$ cat src/rtl/fetch_stage_if.sv
// fetch_stage_if -- signal bundle around the instruction fetch stage.
//
// Groups everything the fetch stage exchanges with its neighbours:
//   instruction memory : imem_req_o, imem_addr_o (fetch stage -> memory)
//                        imem_gnt_i, imem_valid_i, imem_rdata_i (memory -> fetch stage)
//   redirect           : redirect_i, redirect_pc_i (branch unit -> fetch stage)
//   decode handshake   : if_valid_o, if_pc_o, if_instr_o (fetch stage -> decode)
//                        id_ready_i (decode -> fetch stage)
//   misalign_o         : one-cycle pulse on a redirect to a non-word-aligned target
//
// The _i/_o suffixes are from the fetch stage's point of view.
// master = the fetch stage itself, slave = its environment.
interface fetch_stage_if #(
  parameter int unsigned DataWidth = 32
);
  logic                 imem_req_o;
  logic [DataWidth-1:0] imem_addr_o;
  logic                 imem_gnt_i;
  logic                 imem_valid_i;
  logic [DataWidth-1:0] imem_rdata_i;
  logic                 redirect_i;
  logic [DataWidth-1:0] redirect_pc_i;
  logic                 id_ready_i;
  logic                 if_valid_o;
  logic [DataWidth-1:0] if_pc_o;
  logic [DataWidth-1:0] if_instr_o;
  logic                 misalign_o;

  modport master (
    output imem_req_o, imem_addr_o, if_valid_o, if_pc_o, if_instr_o, misalign_o,
    input  imem_gnt_i, imem_valid_i, imem_rdata_i, redirect_i, redirect_pc_i, id_ready_i
  );

  modport slave (
    input  imem_req_o, imem_addr_o, if_valid_o, if_pc_o, if_instr_o, misalign_o,
    output imem_gnt_i, imem_valid_i, imem_rdata_i, redirect_i, redirect_pc_i, id_ready_i
  );
endinterface

$ cat src/rtl/fetch_stage.sv
// fetch_stage -- single-outstanding instruction fetch with one output slot.
//
// Ports:
//   clk  : rising-edge clock for all state
//   rst  : synchronous active-high reset
//   bus  : fetch_stage_if.master (instruction memory request/response,
//          redirect input, decode-side valid/ready slot, misalign pulse)
//
// A request is only issued when the output slot is empty or is being drained
// this cycle, so a response always lands in an empty slot and no skid buffer
// is needed. A redirect squashes the slot and, if a request is in flight,
// moves to DRAIN so the stale response is swallowed.
module fetch_stage #(
  parameter int unsigned          DataWidth   = 32,
  parameter logic [DataWidth-1:0] ResetVector = DataWidth'(32'h0000_0000)
) (
  input logic           clk,
  input logic           rst,
  fetch_stage_if.master bus
);

  localparam logic [DataWidth-1:0] Nop = DataWidth'(32'h0000_0013);

  typedef enum logic [1:0] {
    IDLE  = 2'd0,
    REQ   = 2'd1,
    WAIT  = 2'd2,
    DRAIN = 2'd3
  } state_e;

  state_e               state_q, state_d;
  logic [DataWidth-1:0] pc_q, pc_d;
  logic [DataWidth-1:0] inflight_pc_q, inflight_pc_d;
  logic [DataWidth-1:0] if_pc_q, if_pc_d;
  logic [DataWidth-1:0] if_instr_q, if_instr_d;
  logic                 if_valid_q, if_valid_d;
  logic                 misalign_q, misalign_d;

  logic                 req;
  logic                 fire;
  logic                 load;
  logic [DataWidth-1:0] redirect_target;

  assign redirect_target = {bus.redirect_pc_i[DataWidth-1:2], 2'b00};
  assign fire            = req && bus.imem_gnt_i;
  // A response is only accepted into the slot when no redirect squashes it.
  assign load            = (state_q == WAIT) && bus.imem_valid_i && !bus.redirect_i;

  // ---------------------------------------------------------------- state register
  always_ff @(posedge clk) begin
    if (rst) begin
      state_q <= IDLE;
    end else begin
      state_q <= state_d;
    end
  end

  // ---------------------------------------------------------------- next state
  always_comb begin
    state_d = state_q;
    unique case (state_q)
      IDLE: state_d = REQ;
      REQ: begin
        // A grant coinciding with a redirect carries the old PC: drain it.
        if (fire)                 state_d = bus.redirect_i ? DRAIN : WAIT;
        else                      state_d = REQ;
      end
      WAIT: begin
        if (bus.imem_valid_i)     state_d = REQ;
        else if (bus.redirect_i)  state_d = DRAIN;
      end
      DRAIN: begin
        // The stale response ends the drain even if another redirect arrives
        // with it; that redirect only updates pc.
        if (bus.imem_valid_i)     state_d = REQ;
      end
      default: state_d = IDLE;
    endcase
  end

  // ---------------------------------------------------------------- outputs
  always_comb begin
    req              = !rst && (state_q == REQ) && (!if_valid_q || bus.id_ready_i);
    bus.imem_req_o   = req;
    bus.imem_addr_o  = pc_q;
    bus.if_valid_o   = if_valid_q;
    bus.if_pc_o      = if_pc_q;
    bus.if_instr_o   = if_instr_q;
    bus.misalign_o   = misalign_q;
  end

  // ---------------------------------------------------------------- datapath next values
  always_comb begin
    pc_d          = pc_q;
    inflight_pc_d = inflight_pc_q;
    if_pc_d       = if_pc_q;
    if_instr_d    = if_instr_q;
    if_valid_d    = if_valid_q;
    misalign_d    = bus.redirect_i && (bus.redirect_pc_i[1:0] != 2'b00);

    if (fire) begin
      inflight_pc_d = pc_q;
    end

    if (if_valid_q && bus.id_ready_i) begin
      if_valid_d = 1'b0;
    end

    if (load) begin
      if_valid_d = 1'b1;
      if_pc_d    = inflight_pc_q;
      if_instr_d = bus.imem_rdata_i;
      pc_d       = inflight_pc_q + DataWidth'(4);
    end

    // Redirect wins over everything else in the same cycle.
    if (bus.redirect_i) begin
      pc_d       = redirect_target;
      if_valid_d = 1'b0;
    end
  end

  // ---------------------------------------------------------------- datapath registers
  always_ff @(posedge clk) begin
    if (rst) begin
      pc_q          <= ResetVector;
      inflight_pc_q <= '0;
      if_pc_q       <= '0;
      if_instr_q    <= Nop;
      if_valid_q    <= 1'b0;
      misalign_q    <= 1'b0;
    end else begin
      pc_q          <= pc_d;
      inflight_pc_q <= inflight_pc_d;
      if_pc_q       <= if_pc_d;
      if_instr_q    <= if_instr_d;
      if_valid_q    <= if_valid_d;
      misalign_q    <= misalign_d;
    end
  end

endmodule

$ cat src/flat_wrapper.sv
// flat-port wrapper written by rule: the top's interface ports become plain ports
module fetch_stage_flat 
#(
  parameter int unsigned          DataWidth   = 32,
  parameter logic [DataWidth-1:0] ResetVector = DataWidth'(32'h0000_0000)
)
  (clk, rst, bus_imem_req_o, bus_imem_addr_o, bus_if_valid_o, bus_if_pc_o, bus_if_instr_o, bus_misalign_o, bus_imem_gnt_i, bus_imem_valid_i, bus_imem_rdata_i, bus_redirect_i, bus_redirect_pc_i, bus_id_ready_i);
  fetch_stage_if #(.DataWidth(DataWidth)) bus_i ();
  input logic clk;
  input logic rst;
  output wire logic [$bits(bus_i.imem_req_o)-1:0] bus_imem_req_o;
  output wire logic [$bits(bus_i.imem_addr_o)-1:0] bus_imem_addr_o;
  output wire logic [$bits(bus_i.if_valid_o)-1:0] bus_if_valid_o;
  output wire logic [$bits(bus_i.if_pc_o)-1:0] bus_if_pc_o;
  output wire logic [$bits(bus_i.if_instr_o)-1:0] bus_if_instr_o;
  output wire logic [$bits(bus_i.misalign_o)-1:0] bus_misalign_o;
  input wire logic [$bits(bus_i.imem_gnt_i)-1:0] bus_imem_gnt_i;
  input wire logic [$bits(bus_i.imem_valid_i)-1:0] bus_imem_valid_i;
  input wire logic [$bits(bus_i.imem_rdata_i)-1:0] bus_imem_rdata_i;
  input wire logic [$bits(bus_i.redirect_i)-1:0] bus_redirect_i;
  input wire logic [$bits(bus_i.redirect_pc_i)-1:0] bus_redirect_pc_i;
  input wire logic [$bits(bus_i.id_ready_i)-1:0] bus_id_ready_i;
  assign bus_imem_req_o = bus_i.imem_req_o;
  assign bus_imem_addr_o = bus_i.imem_addr_o;
  assign bus_if_valid_o = bus_i.if_valid_o;
  assign bus_if_pc_o = bus_i.if_pc_o;
  assign bus_if_instr_o = bus_i.if_instr_o;
  assign bus_misalign_o = bus_i.misalign_o;
  assign bus_i.imem_gnt_i = bus_imem_gnt_i;
  assign bus_i.imem_valid_i = bus_imem_valid_i;
  assign bus_i.imem_rdata_i = bus_imem_rdata_i;
  assign bus_i.redirect_i = bus_redirect_i;
  assign bus_i.redirect_pc_i = bus_redirect_pc_i;
  assign bus_i.id_ready_i = bus_id_ready_i;
  fetch_stage #(.DataWidth(DataWidth), .ResetVector(ResetVector)) u_core (.clk(clk), .rst(rst), .bus(bus_i));
endmodule
$ cat config.mk
export PLATFORM = sky130hd
export DESIGN_NAME = fetch_stage_flat
export DESIGN_NICKNAME = d
export VERILOG_FILES = /design/src/rtl/fetch_stage_if.sv /design/src/rtl/fetch_stage.sv /design/src/flat_wrapper.sv
export SDC_FILE = /design/constraint.sdc
export NUM_CORES = 1
export LEC_CHECK = 0
export ABC_AREA = 1
export BUFFER_PORTS_ARGS = -buffer_cell sky130_fd_sc_hd__buf_2
export CORE_MARGIN = 3
export CORE_UTILIZATION = 46
export DETAILED_ROUTE_END_ITERATION = 16
export PLACE_DENSITY = 0.79
export SLEW_MARGIN = 10
export SYNTH_ARGS = -nofsm -noshare
export SYNTH_HDL_FRONTEND = slang
export SYNTH_SLANG_ARGS = --single-unit
$ cat constraint.sdc
create_clock -name clk -period 1.4 [get_ports clk]
set_input_delay 0.28 -clock clk [delete_from_list [all_inputs] [get_ports clk]]
set_output_delay 0.28 -clock clk [all_outputs]
set_load 0.005 [all_outputs]
# Word-level counts from Yosys, hierarchy flattened
# Index checks and enable logic that the tools add are counted.
# word_totals
register_bits,132
inputBits,70
elab_cells,41
# op_classes
add_sub_neg,1
eq_ne,5
muxes,10
reduce_logical,17
# ops
op,count
$mux W32,2
$add A32 B3 Y32 const B,1
$mux W2,4
$pmux W2 S4,1
$logic_and A1 B1 Y1,7
$reduce_bool A2 Y1,3
$eq A2 B2 Y1 const B,2
$logic_not A1 Y1,3
$mux W1,3
$ne A3 B3 Y1 const B,1
$eq A2 B1 Y1 const B,1
$logic_not A2 Y1,1
$ne A2 B2 Y1 const B,1
$reduce_and A2 Y1,1
$reduce_or A2 Y1,1
$logic_or A1 B1 Y1,1

# Longest topological paths before layout
# depth
depth_word,6
depth_mapped,12
depth_no_buf,10

# Worst setup path after synthesis
# OpenSTA, ideal clock, no wires.
# synth_path
kind,register -> register
start,reg u_core.state_q[0]
end,reg u_core.pc_q[20] (netlist: u_core.bus.imem_addr_o[20])
setup_ns,0.114
arrival_time_ns,1.445
required_ns,1.286
path_slack_ns,-0.158
path_stages_with_launch,12
n_path_buf,2
period_less_slack_ns,1.558
path_cell_list,dfxtp_1 > inv_1 > ha_1 > nand2_1 > nor2_4 > inv_2 > buf_2 > buf_6 > o21ai_0 > o21ai_0 > o21bai_1 > inv_1
# synth_via
elab_chain_cells,4
# synth_lines
item,line,rtl
start: declaration,fetch_stage.sv:31,"state_e state_q, state_d;"
start signal: assignment,fetch_stage.sv:54,state_q <= state_d;
$eq A2 B2 Y1,fetch_stage.sv:47,assign load = (state_q == WAIT) && bus.imem_valid_i && !bus.redirect_i;
$logic_and A1 B1 Y1 (2 in a row),fetch_stage.sv:47,
$reduce_bool A2 Y1 (no source line),-,
end signal: assignment,fetch_stage.sv:126,pc_q <= ResetVector;
end signal: assignment,fetch_stage.sv:133,pc_q <= pc_d;
end: declaration,fetch_stage.sv:32,"logic [DataWidth-1:0] pc_q, pc_d;"
# No other way between the ends.
# A chain may end at the register's enable or synchronous reset.

# Worst setup path in the final report
# layout_path
start,reg u_core.inflight_pc_q[21]
end,reg u_core.pc_q[24] (netlist: u_core.bus.imem_addr_o[24])
# layout_via
elab_chain_cells,3
# layout_lines
item,line,rtl
start: declaration,fetch_stage.sv:33,"logic [DataWidth-1:0] inflight_pc_q, inflight_pc_d;"
start signal: assignment,fetch_stage.sv:134,inflight_pc_q <= inflight_pc_d;
$add A32 B3 Y32,fetch_stage.sv:113,pc_d = inflight_pc_q + DataWidth'(4);
$mux W32,fetch_stage.sv:109,if (load) begin
$mux W32,fetch_stage.sv:117,if (bus.redirect_i) begin
# No other way between the ends. The select of a mux whose other input is x is not followed.

==> results by stage <==
Status:
- The flow ran to the end, but the final reports show violations.
- The final reports fail on setup timing.

Timing:
- The smallest hold slack is between 70 and 80 ps.
- After layout, the worst setup slack is -335 ps.
- Setup repair after global routing could not meet its margin everywhere.
- The final hold violation count is 0.
- The achievable frequency is about 0.58 GHz.
- The count of pins over their slew limit is 0.
- Measured against its own limit, the worst slew margin works out to between 70% and 80%.
- For the finished layout, the period the worst path requires is between 1500 and 2000 ps.
- The slew of the pin with the lowest slew margin is 441 ps.
- The clock arrives with approximately 5.8 ps of skew.
- The total negative setup slack is -14,510 ps.
- The worst path uses 124% of the clock period.
- The number of setup violations in the final report is roughly 110.

Power and ir drop:
- The leakage dissipation is 4.09 nW.
- The worst-case IR drop observed on VDD is 0.000783 V.
- In this run the power density over the cells is approximately 1000 nW/um^2.

Clocking:
- The TritonCTS clock tree is done.
- The clock transition time at the flip-flop clock pins of the worst setup and hold paths is approximately 60 ps.
- The clock tree synthesis step divided the H-tree into 4 levels.
- For this design, the CTS-stage hold fixing added 0 buffers.
- The clock drives about 130 sinks.
- The CTS buffer count is 17.
- The insertion delay of the later-clocked pin in the worst-skew pair is ~420 ps.
- The clock root buffer master is sky130_fd_sc_hd__clkbuf_16.
- The clock passes through at most 2 buffers.

Worst setup path:
- The buffers plus inverters on the worst setup path is 2.
- STA classifies the critical path startpoint as a register.
- Walking the worst path, the cells encountered are nand2_1 -> inv_1 -> nand3_1 -> nor2_1 -> nand3_1 -> nand3_4 -> nand3_2 -> nand2_1 -> inv_1.
- The worst setup slack for register-to-register paths is -330 ps.
- The worst setup path startpoint is u_core.inflight_pc_q[21].
- At the worst endpoint, the required time is approximately 1700 ps.
- In this run the worst path has a maximum fanout of 4.
- The stage delay of the slowest cell on the critical path is 480 ps.
- For this design, the slowest cell found on the critical path is sky130_fd_sc_hd__dfxtp_1.
- The critical path's top delay family is simple AND/OR/NAND/NOR gates.
- The worst setup path is of the register to register kind.
- The arrival time at the worst endpoint is approximately 2000 ps.
- The endpoint identified for the worst register-to-register timing path is u_core.bus.imem_addr_o[24].
- The worst register-to-register path begins at u_core.inflight_pc_q[21].
- The sort of element at the end of the critical path is a register.
- The number of cells on the worst reg-to-reg path is 9.

Synthesis:
- The total nets after synthesis is just under 900.
- The biggest area contributor in the post-synthesis netlist is sky130_fd_sc_hd__dfxtp_1.
- In this run, synthesis produced a sequential element count of between 100 and 150.
- The gate count of the mapped netlist is between 700 and 800.
- Synthesis instantiated 26 different standard cells from the library.
- Summed over its instances, the top area cell type makes up a little under half of the synthesized netlist area.
- Yosys printed 0 warnings.
- The average footprint of a synthesized cell is between 7 and 8 sq um.
- For this run, the register share of the synthesized area comes to a little under half.
- In the post-synthesis netlist, the biggest area contributors are sky130_fd_sc_hd__dfxtp_1, sky130_fd_sc_hd__o21ai_0, sky130_fd_sc_hd__nor2_1.
- The cell area that synthesis handed to floorplanning was 5580 sq um.

Routing:
- After detailed routing, the number of vias per cell comes to 5.71.
- The post-route DRC violation count is 0.
- The number of routed nets with antenna violations is 0.
- In the final routed layout, each cell accounts on average for 18.4 microns.
- The length of the first detailed-routing pass in iterations is 8.
- The detailed-route via count is slightly below 7,000.
- The aggregate routed wire length is around 22,000 microns.
- The number of DRC violations after detailed-routing iteration 0 is ~740.

Floorplan:
- The floorplan step defined a core boundary enclosing around 12,000 sq um.
- In this run the count of I/O pins placed on the die edge is between 150 and 200.
- The vertical die dimension is about 120 microns.
- The initialized floorplan defines 39 standard-cell rows.
- The overall die area is between 10,000 and 15,000 sq um.
- The die is roughly 120 microns wide.
- The initial utilization of the core area, before any placement, comes to between 40% and 50%.

Min path:
- The worst hold path terminates at u_core.bus.if_instr_o[0].
- The worst hold path stage count is 3.
- In this run the worst hold path is classified as primary input to register.
- The worst hold path begins at bus_imem_rdata_i[0].

Cells and area:
- The area of combinational cells with multiple inputs is roughly 3000 sq um.
- Once layout is complete, the cells apart from fillers number about 1,200.
- After routing the design area is around 8800 sq um.
- The end-of-flow core utilization is 75.8%.
- The layout filler cell count is 800.
- The post-synthesis to final-layout area growth is 57.8%.
- In the final layout, the share of cells above drive strength 1 is 39.7%.
- At the end of the flow, the number of nets in the layout was 1,110.
- The repair_antennas step left the layout with diodes totalling 0.
- Summing all flip-flop and latch instances after layout gives around 2700 sq um.

Global routing:
- Global routing used roughly 28% of the available tracks across all layers.
- The pin count of the biggest net entering global routing is between 100 and 150.
- The global-route wire length before repair is between 20,000 and 30,000 microns.
- The initial antenna violation count came to 1.
- The via count of the first global-routing pass is roughly 6,000.
- For this run the aggregate overflow at the end of global routing stands at 0.

Flow run:
- The number of max-cap violations is 0.

Placement:
- The count of buffers added on input and output ports is 168.
- Counting tap cells, the placed design contains a total of 1,130 instances.
- The HPWL after detailed placement is ~11,000 microns.
- The post-place instance area is 7100 sq um.
- At the end of routability-driven placement, the weighted congestion stood at ~0.90.
==> report_power, final <==
group / leakage (nW) / switching (W) / internal [W]
Clock: 0.278 / 0.00166 / 0.00272
Sequential: 1.08 / 0.000109 / 0.00387
Combinational: 2.73 / 0.000469 / 0.000383
==> what timing repair did <==
item | CTS | global route
endpoints found under the setup margin | 93 | 131
setup buffers | 4 | 14
pin swaps | 7 | 37
gates cloned | 5 | 11
gates resized for setup | 95 | 124
==> cell usage in the layout, fill, tap and decap left out, types with 8 or more instances in the layout <==
cell type / count
sky130_fd_sc_hd__o21ai_1: 43
sky130_fd_sc_hd__dfxtp_1: 126
sky130_fd_sc_hd__buf_12: 13
sky130_fd_sc_hd__clkbuf_16: 27
sky130_fd_sc_hd__nand3_2: 13
sky130_fd_sc_hd__o21ai_2: 17
sky130_fd_sc_hd__a21oi_2: 8
sky130_fd_sc_hd__nor2_4: 21
sky130_fd_sc_hd__nor2_1: 103
sky130_fd_sc_hd__nand4_1: 8
sky130_fd_sc_hd__nand2_1: 109
sky130_fd_sc_hd__nand3_1: 38
sky130_fd_sc_hd__a31oi_1: 11
sky130_fd_sc_hd__buf_2: 167
sky130_fd_sc_hd__inv_1: 71
sky130_fd_sc_hd__buf_4: 60
sky130_fd_sc_hd__nor2_2: 19
sky130_fd_sc_hd__nor3_2: 9
sky130_fd_sc_hd__o21ai_0: 61
sky130_fd_sc_hd__a21oi_1: 45
sky130_fd_sc_hd__buf_6: 13
==> stage by stage <==
| stage | worst slack, ps | total power (W) |
|---|---|---|
| 2_1_floorplan | -64.3 | 0.00432 |
| 3_3_place_gp | -101 | 0.00466 |
| 3_5_place_dp | -155 | 0.00467 |
| 4_1_cts | -188 | 0.00906 |
| 5_1_grt | -380 | 0.00949 |
| 6_report | -335 | 0.00921 |
==> flip-flops by register name (all words and copies together) (netlist names) <==
| register | count |
|---|---|
| u_core.inflight_pc_q | 32 |
| u_core.bus.misalign_o | 1 |
| u_core.bus.if_valid_o | 1 |
| u_core.bus.if_instr_o | 32 |
| u_core.state_q | 2 |
| u_core.bus.imem_addr_o | 32 |
| u_core.bus.if_pc_o | 32 |
==> cells in the mapped netlist <==
| master | number |
|---|---|
| sky130_fd_sc_hd__ha_1 | 4 |
| sky130_fd_sc_hd__o211a_1 | 2 |
| sky130_fd_sc_hd__inv_1 | 77 |
| sky130_fd_sc_hd__inv_2 | 1 |
| sky130_fd_sc_hd__nand2_1 | 120 |
| sky130_fd_sc_hd__nor2_1 | 141 |
| sky130_fd_sc_hd__nor3_1 | 15 |
| sky130_fd_sc_hd__buf_1 | 6 |
| sky130_fd_sc_hd__nand4_1 | 8 |
| sky130_fd_sc_hd__clkinv_1 | 1 |
| sky130_fd_sc_hd__a211oi_1 | 2 |
| sky130_fd_sc_hd__a31oi_1 | 11 |
| sky130_fd_sc_hd__clkbuf_1 | 30 |
| sky130_fd_sc_hd__a21oi_1 | 53 |
| sky130_fd_sc_hd__o21ai_1 | 2 |
| sky130_fd_sc_hd__or2_2 | 1 |
| sky130_fd_sc_hd__buf_2 | 6 |
| sky130_fd_sc_hd__dfxtp_1 | 132 |
| sky130_fd_sc_hd__buf_6 | 1 |
| sky130_fd_sc_hd__nor2_4 | 2 |
| sky130_fd_sc_hd__o21ai_0 | 119 |
| sky130_fd_sc_hd__o21bai_1 | 2 |
| sky130_fd_sc_hd__or2_0 | 1 |
| sky130_fd_sc_hd__o2111ai_1 | 1 |
| sky130_fd_sc_hd__o211ai_1 | 1 |
| sky130_fd_sc_hd__nand3_1 | 53 |
==> worst max-delay path by stage <==
| stage | slack, ps | end | cells past startpoint |
|---|---|---|---|
| 5_1_grt | -380 | u_core.bus.imem_addr_o[23] | 9 |
| 3_3_place_gp | -100 | u_core.bus.imem_addr_o[24] | 10 |
| 2_1_floorplan | -60 | u_core.bus.imem_addr_o[15] | 10 |
| 6_report | -330 | u_core.bus.imem_addr_o[24] | 9 |
| 3_5_place_dp | -160 | u_core.bus.imem_addr_o[24] | 10 |
| 4_1_cts | -190 | bus_imem_req_o | 6 |
==> area by class of cell <==
class	count	share of cell area (%)
Inverter	79	3.53
Multi-Input combinational cell	538	33.9
Sequential cell	132	30.2
Clock inverter	7	0.796
Clock buffer	25	5.86
Tap cell	143	2.03
Timing Repair Buffer	268	23.6
==> cells by family after synthesis <==
group	count (synthesis)	synth area share, %
compound gates	193	18.0
fa+ha+maj	4	0.898
buf+inv	122	8.48
flops	132	47.4
simple gates	341	25.2
==> worst min-delay path, cell delays in order <==
cell and delay (ps):
sky130_fd_sc_hd__buf_2 80, sky130_fd_sc_hd__nand2_2 40, sky130_fd_sc_hd__nand3_1 60
==> per-layer routing <==
| layer | global-route usage [%] | part of all wire, % | up-vias |
|---|---|---|---|
| met3 | 8.03 | 12 | 144 |
| li1 | - | - | 3084 |
| met5 | 0 | 0.059 | - |
| met4 | 12.0 | 5.6 | 2 |
| met1 | 33.8 | 37 | 3077 |
| met2 | 45.3 | 46 | 502 |
Note: power is estimated with default switching activity, not from simulation.
